--- config.mk ---
export PLATFORM = sky130hd
export DESIGN_NAME = snd_dsm_out
export DESIGN_NICKNAME = d
export VERILOG_FILES = /design/src/rtl/snd_pkg.sv /design/src/rtl/snd_fifo.sv /design/src/rtl/snd_dsm_out.sv
export SDC_FILE = /design/constraint.sdc
export NUM_CORES = 1
export LEC_CHECK = 0
export CAP_MARGIN = 10
export CORE_ASPECT_RATIO = 0.7
export CORE_MARGIN = 2
export CORE_UTILIZATION = 40
export CTS_CLUSTER_SIZE = 24
export DETAILED_ROUTE_END_ITERATION = 10
export HOLD_SLACK_MARGIN = 0.12
export REMOVE_ABC_BUFFERS = 1
export SLEW_MARGIN = 20
export SYNTH_ARGS = -nofsm -noshare
export SYNTH_HDL_FRONTEND = slang
export SYNTH_SLANG_ARGS = --single-unit
--- constraint.sdc ---
create_clock -name clk -period 8 [get_ports clk]
set_input_delay 2.4 -clock clk [delete_from_list [all_inputs] [get_ports clk]]
set_output_delay 2.4 -clock clk [all_outputs]
set_load 0.05 [all_outputs]
--- src/rtl/snd_pkg.sv ---
// Shared constants and helpers for the 1-bit delta-sigma sound output stage.
package snd_pkg;

  localparam int GAIN_BITS  = 5;
  localparam int GAIN_MAX   = 16;
  localparam int GAIN_SHIFT = 4;

  // Two's complement to offset binary: flipping bit w-1 adds 2^(w-1) modulo 2^w.
  function automatic logic [31:0] pcm_to_offset(input logic [31:0] x, input int unsigned w);
    pcm_to_offset = x ^ (32'd1 << (w - 1));
  endfunction

endpackage

--- src/rtl/snd_fifo.sv ---
// Small synchronous FIFO for PCM samples. Pointers carry one extra wrap bit so
// full and empty are distinguishable without a separate occupancy counter.
module snd_fifo
  import snd_pkg::*;
#(
  parameter int W     = 12,
  parameter int DEPTH = 4
) (
  input  logic         clk,
  input  logic         rst_n,
  input  logic         push,
  input  logic         pop,
  input  logic [W-1:0] din,
  output logic         full,
  output logic         empty,
  output logic [W-1:0] head
);

  localparam int AW = $clog2(DEPTH);

  logic [W-1:0] mem [DEPTH];
  logic [AW:0]  wr_ptr;
  logic [AW:0]  rd_ptr;
  logic         do_push;
  logic         do_pop;

  assign do_push = push & ~full;
  assign do_pop  = pop & ~empty;

  assign empty = (wr_ptr == rd_ptr);
  assign full  = (wr_ptr[AW] != rd_ptr[AW]) && (wr_ptr[AW-1:0] == rd_ptr[AW-1:0]);
  assign head  = mem[rd_ptr[AW-1:0]];

  // Advance read and write pointers on accepted pushes and pops.
  always_ff @(posedge clk or negedge rst_n) begin
    if (!rst_n) begin
      wr_ptr <= '0;
      rd_ptr <= '0;
    end else begin
      if (do_push) wr_ptr <= wr_ptr + 1'b1;
      if (do_pop)  rd_ptr <= rd_ptr + 1'b1;
    end
  end

  // Sample storage; contents are don't-care while empty, so no reset.
  always_ff @(posedge clk) begin
    if (do_push) mem[wr_ptr[AW-1:0]] <= din;
  end

endmodule

--- src/rtl/snd_dsm_out.sv ---
// Audio output stage: buffers PCM samples, consumes one per sample period,
// applies a 0..16 gain ramp for click-free start/mute, and drives the sound
// pin through a first-order delta-sigma modulator.
// The ramp has no explicit state register: gain=0 is muted, 16 is full,
// anything between is ramping.
module snd_dsm_out
  import snd_pkg::*;
#(
  parameter int W          = 12,
  parameter int FIFO_DEPTH = 4,
  parameter int SAMPLE_DIV = 1024
) (
  input  logic         clk,
  input  logic         rst_n,
  input  logic         s_valid,
  output logic         s_ready,
  input  logic [W-1:0] s_data,
  input  logic         mute,
  input  logic         clear_underrun,
  output logic         underrun,
  output logic         snd
);

  localparam int DIV_BITS = $clog2(SAMPLE_DIV);
  localparam logic [DIV_BITS-1:0]  DIV_LAST  = DIV_BITS'(SAMPLE_DIV - 1);
  localparam logic [GAIN_BITS-1:0] GAIN_FULL = GAIN_BITS'(GAIN_MAX);

  logic [DIV_BITS-1:0]  div_cnt;
  logic                 tick;
  logic                 rdy_en;
  logic                 fifo_full;
  logic                 fifo_empty;
  logic [W-1:0]         fifo_head;
  logic                 push;
  logic                 pop;
  logic [W-1:0]         cur;
  logic [GAIN_BITS-1:0] gain;
  logic signed [W+5:0]  prod;
  logic signed [W+5:0]  prod_sh;
  logic [W-1:0]         eff;
  logic [W-1:0]         eff_r;
  logic [W-1:0]         u;
  logic [W:0]           acc_sum;
  logic [W-1:0]         acc;
  logic                 unused_prod_bits;

  assign tick    = (div_cnt == DIV_LAST);
  assign s_ready = rdy_en & ~fifo_full;
  assign push    = s_valid & s_ready;
  // The FIFO's registered empty flag means a push landing on the tick edge
  // cannot be popped by that same tick.
  assign pop     = tick & ~fifo_empty;

  snd_fifo #(
    .W     (W),
    .DEPTH (FIFO_DEPTH)
  ) u_fifo (
    .clk   (clk),
    .rst_n (rst_n),
    .push  (push),
    .pop   (pop),
    .din   (s_data),
    .full  (fifo_full),
    .empty (fifo_empty),
    .head  (fifo_head)
  );

  // Keep s_ready low through reset and enable it from the first clock after release.
  always_ff @(posedge clk or negedge rst_n) begin
    if (!rst_n) rdy_en <= 1'b0;
    else        rdy_en <= 1'b1;
  end

  // Sample-period divider, free running 0..SAMPLE_DIV-1.
  always_ff @(posedge clk or negedge rst_n) begin
    if (!rst_n)    div_cnt <= '0;
    else if (tick) div_cnt <= '0;
    else           div_cnt <= div_cnt + 1'b1;
  end

  // Current sample: load the FIFO head on a tick, otherwise hold (also on underrun).
  always_ff @(posedge clk or negedge rst_n) begin
    if (!rst_n)   cur <= '0;
    else if (pop) cur <= fifo_head;
  end

  // Gain ramp: one step per tick toward full or toward zero depending on mute.
  always_ff @(posedge clk or negedge rst_n) begin
    if (!rst_n) begin
      gain <= '0;
    end else if (tick) begin
      if (!mute && (gain < GAIN_FULL))  gain <= gain + 1'b1;
      else if (mute && (gain != '0))    gain <= gain - 1'b1;
    end
  end

  // Sticky underrun: setting on an empty tick wins over a simultaneous clear.
  always_ff @(posedge clk or negedge rst_n) begin
    if (!rst_n)                      underrun <= 1'b0;
    else if (tick && fifo_empty)     underrun <= 1'b1;
    else if (clear_underrun)         underrun <= 1'b0;
  end

  // Scale by gain/16 at W+6 bits; gain=16 reproduces cur exactly after the shift.
  always_comb begin
    prod    = $signed({{6{cur[W-1]}}, cur}) * $signed({{(W+1){1'b0}}, gain});
    prod_sh = prod >>> GAIN_SHIFT;
    eff     = prod_sh[W-1:0];
  end

  assign unused_prod_bits = ^prod_sh[W+5:W];

  // Register the scaled sample ahead of the modulator.
  always_ff @(posedge clk or negedge rst_n) begin
    if (!rst_n) eff_r <= '0;
    else        eff_r <= eff;
  end

  // Modulator input in offset binary and the accumulator sum with its carry.
  always_comb begin
    u       = W'(pcm_to_offset(32'(eff_r), W));
    acc_sum = {1'b0, acc} + {1'b0, u};
  end

  // First-order delta-sigma: the accumulator carry is the output bit.
  always_ff @(posedge clk or negedge rst_n) begin
    if (!rst_n) begin
      acc <= '0;
      snd <= 1'b0;
    end else begin
      acc <= acc_sum[W-1:0];
      snd <= acc_sum[W];
    end
  end

endmodule

==> results.txt <==
----------------------------------------------------
[Route]
  Wire length reported by the detailed router ... 10700 um
  Remaining design rule violation count ... 0
  First drt pass iteration count ... 4
  Routed WL per cell ... roughly 14 um
  Initial detailed-routing violation count ... 186
  Via density ... 4.95
  Count of vias placed by the detailed router ... 3686
  Post-route antenna net violation count ... 0

[Yosys]
  Number of flops mapped to enable cells by yosys ... 48
  Post-synthesis instance area ... ~0.0065 sq mm
  Number of distinct library cells after synthesis ... 48
  Area fraction of the dominant cell type after synthesis ... 0.232
  Count of state elements after synthesis ... approximately 110
  Gate count after technology mapping ... 520
  Proportion of synthesized flip-flops having asynchronous set or reset ... 0.556
  Count of yosys warnings during synthesis ... 0
  Most common flop cell mapped by yosys ... sky130_fd_sc_hd__dfrtp_1
  Avg Synthesized Cell Area ... between 10 and 15 sq um
  Area contributors post-synth ... sky130_fd_sc_hd__dfrtp_1, sky130_fd_sc_hd__edfxtp_1, sky130_fd_sc_hd__fa_1
  Fraction of the yosys area taken by sequential cells ... 0.455
  Biggest area consumer among synthesized cells ... sky130_fd_sc_hd__dfrtp_1

[Worst setup path]
  CP endpoint kind ... primary output
  Data arrival time of the critical path ... roughly 2.6 ns
  Kind of start point of the critical path ... flop
  Crit-path max FO ... 15
  Required arrival time at the worst endpoint ... 5.60 ns
  Kind of critical path ... reg2out

[CTS]
  CTS H-tree depth ... 3
  Clock sinks ... ~110
  Maximum root-to-sink buffer count ... 2
  CTS Buf Count ... 9
  Clock root buffer ... sky130_fd_sc_hd__clkbuf_16
  Buffers inserted by post-CTS timing repair ... 0
  Number of hold buffers added after CTS ... 0
  Post-CTS clock slew at the launch and capture registers of the worst setup and hold paths ... about 0.07 ns
  Post-CTS Resized ... 0
  Clock latency on the worst-skew pair ... approximately 0.35 ns
  CTS tree ... done

[Pwr]
  Maximum resistive drop on vdd ... 120 uV
  Total power per unit cell area ... roughly 160 mW/mm^2
  Cell leakage power ... 0.00326 uW
  Total chip power ... between 1000 and 1500 uW

[Worst hold path]
  Min-delay worst type ... reg2reg

[Global route]
  Initial antenna violation count ... 0
  Pin count of the biggest net entering global routing ... between 60 and 70
  Remaining Overflow, GRT ... 0
  All-layer global routing usage ... 0.144
  Via count of the first global-routing pass ... just under 4k
  Global-route wire length before repair ... approximately 19000 um

[Placement]
  Final estimated routing congestion in global placement ... ~0.76
  Detailed placer's ending HPWL ... 7950 um
  Count of input and output buffers ... 19

[Timing]
  Worst slew slack as a fraction of its limit ... 0.394
  Hold violation count in the final report ... 0
  Time the worst path needs with I/O delays and setup ... between 5 and 6 ns
  Total Negative Setup Slacks ... 0 ns
  Worst clock skew ... between 0.01 and 0.015 ns
  Slew of the pin with the lowest slew margin ... between 0.9 and 1 ns
  Unrepaired setup endpoints after global routing ... no
  Max Freq ... about 200 MHz
  Worst hold slack after final layout ... 0.470 ns
  Setup violators final ... 0
  Final cycle utilization of the critical path ... 0.626
  Final number of max-transition violations ... 0

[Run]
  Number of violations of the max-capacitance limit ... 0

[Layout]
  Fill count ... between 1k and 1.5k
  Net count, final ... about 640
  Synth-to-layout area growth ... 10.7%
  Antenna diode count ... 0
  Layout cell share with drive strength beyond 1 ... 0.0954

[Status]
  Status ... finished clean

[Floorplan]
  Floorplan die area ... between 0.015 and 0.02 sq mm
  Standard-cell rows ... 38
  Die Ht ... 110 um
  Number of ports placed on the die boundary ... 20
  Core Region ... ~0.016 sq mm
  Effective utilization at floorplan ... 0.413
  Width of the chip ... approximately 160 um

----------------------------------------------------
-- metrics by stage --
| stage | cell area (sq um) | setup WS, ns | utilization | std cells |
|---|---|---|---|---|
| floorplan | 6400 | 4.08 | - | 509 |
| global placement | 6840 | 3.34 | 0.438 | 729 |
| detailed placement | 6840 | 3.30 | 0.438 | 729 |
| CTS | 7150 | 2.91 | 0.457 | 745 |
| global route | 7150 | 2.76 | 0.457 | 745 |
| finish | 7150 | 2.99 | 0.457 | 745 |
-- layout by cell type, fill, tap and decap left out, drive strengths merged, types with 3 or more instances in the layout --
master and count:
inv 71, dfrtp 60, edfxtp 48, ha 46, and2 42, fa 36, nand2 32, xnor2 31
a21oi 19, nor2 18, clkdlybuf4s50 18, mux2 15, mux4 12, o21ai 12, xor2 11, a21o 10
clkbuf 10, nand3 7, and3 6, o21a 4, nor2b 4, o211ai 3, a211oi 3
-- layout make-up --
type                    count  area [sq um]  share of cell area
multi-input cells         334          3210               0.448
repair buffers             20           193              0.0269
clock buffers              10           250              0.0350
flip-flops and latches    108          2940               0.411
inverters                  67           251              0.0352
well taps                 200           250              0.0350
clock inverters             6          60.1             0.00839
-- synthesized netlist by cell type, types with 2 or more instances --
master                      n
sky130_fd_sc_hd__inv_1     67
sky130_fd_sc_hd__dfrtp_1   60
sky130_fd_sc_hd__edfxtp_1  48
sky130_fd_sc_hd__ha_1      46
sky130_fd_sc_hd__and2_1    42
sky130_fd_sc_hd__fa_1      36
sky130_fd_sc_hd__xnor2_1   31
sky130_fd_sc_hd__nand2_1   30
sky130_fd_sc_hd__a21oi_1   19
sky130_fd_sc_hd__nor2_1    18
sky130_fd_sc_hd__mux4_2    12
sky130_fd_sc_hd__o21ai_0   11
sky130_fd_sc_hd__xor2_1    11
sky130_fd_sc_hd__a21o_1    10
sky130_fd_sc_hd__mux2_4    10
sky130_fd_sc_hd__clkbuf_1   7
sky130_fd_sc_hd__nand3_1    7
sky130_fd_sc_hd__and3_1     5
sky130_fd_sc_hd__mux2_2     5
sky130_fd_sc_hd__nor2b_1    4
sky130_fd_sc_hd__o21a_1     4
sky130_fd_sc_hd__a211oi_1   3
sky130_fd_sc_hd__o211ai_1   3
sky130_fd_sc_hd__buf_2      2
sky130_fd_sc_hd__nand2_4    2
sky130_fd_sc_hd__o21bai_1   2
sky130_fd_sc_hd__o31a_1     2
sky130_fd_sc_hd__o31ai_1    2
sky130_fd_sc_hd__or2_2      2
-- worst max-delay path: stages (launching register included) --
cell and delay (ns):
sky130_fd_sc_hd__dfrtp_1 0.94, sky130_fd_sc_hd__xor2_1 0.24, sky130_fd_sc_hd__o31a_1 0.24, sky130_fd_sc_hd__clkdlybuf4s50_1 0.84
-- flip-flops by register name (all words and copies together), names as in the netlist --
register,flops
u_fifo.rd_ptr,3
snd,1
acc,12
cur,12
u_fifo.wr_ptr,3
eff_r,12
rdy_en,1
underrun,1
gain,5
div_cnt,10
u_fifo.mem,48
-- report_power, final --
part / total [uW] / leakage, uW / internal, uW / switching (uW)
clock: 453 / 0.000154 / 238 / 215
combinational: 84.9 / 0.00186 / 32.8 / 52.1
sequential: 631 / 0.00125 / 616 / 15.3
total: 1170 / 0.00326 / 887 / 282
-- metal layers --
layer / global-route usage / part of all wire / up-vias
met5: 0 / 0 / -
met2: 0.222 / 0.43 / 53
met1: 0.204 / 0.53 / 1830
li1: - / - / 1795
met4: 0.0446 / 0.011 / 0
met3: 0.0324 / 0.035 / 8
-- worst paths after layout --
path	start	end	slack [ns]	depth (start not counted)
min	acc[0]$_DFF_PN0_	acc[0]$_DFF_PN0_	0.47	1
min reg2reg	acc[0]$_DFF_PN0_	acc[0]$_DFF_PN0_	0.47	1
min in group asynchronous	rst_n	cur[9]$_DFFE_PN0P_	2.21	2
max in group asynchronous	rst_n	div_cnt[8]$_DFF_PN0_	5.27	2
max	u_fifo.rd_ptr[0]$_DFFE_PN0P_	s_ready	2.99	3
max reg2reg	gain[0]$_DFFE_PN0P_	eff_r[11]$_DFF_PN0_	3.75	13
-- cells by family after synthesis --
logic type	share of synthesized area
and+or+nand+nor	0.0987
DFF	0.455
adders and majority gates	0.201
buffers and inverters	0.0484
AOI/OAI and AO/OA	0.0656
xor gates and xnor gates	0.0569
muxes	0.0738
other	0.000580
No activity file was read; power rests on OpenSTA's default activity.
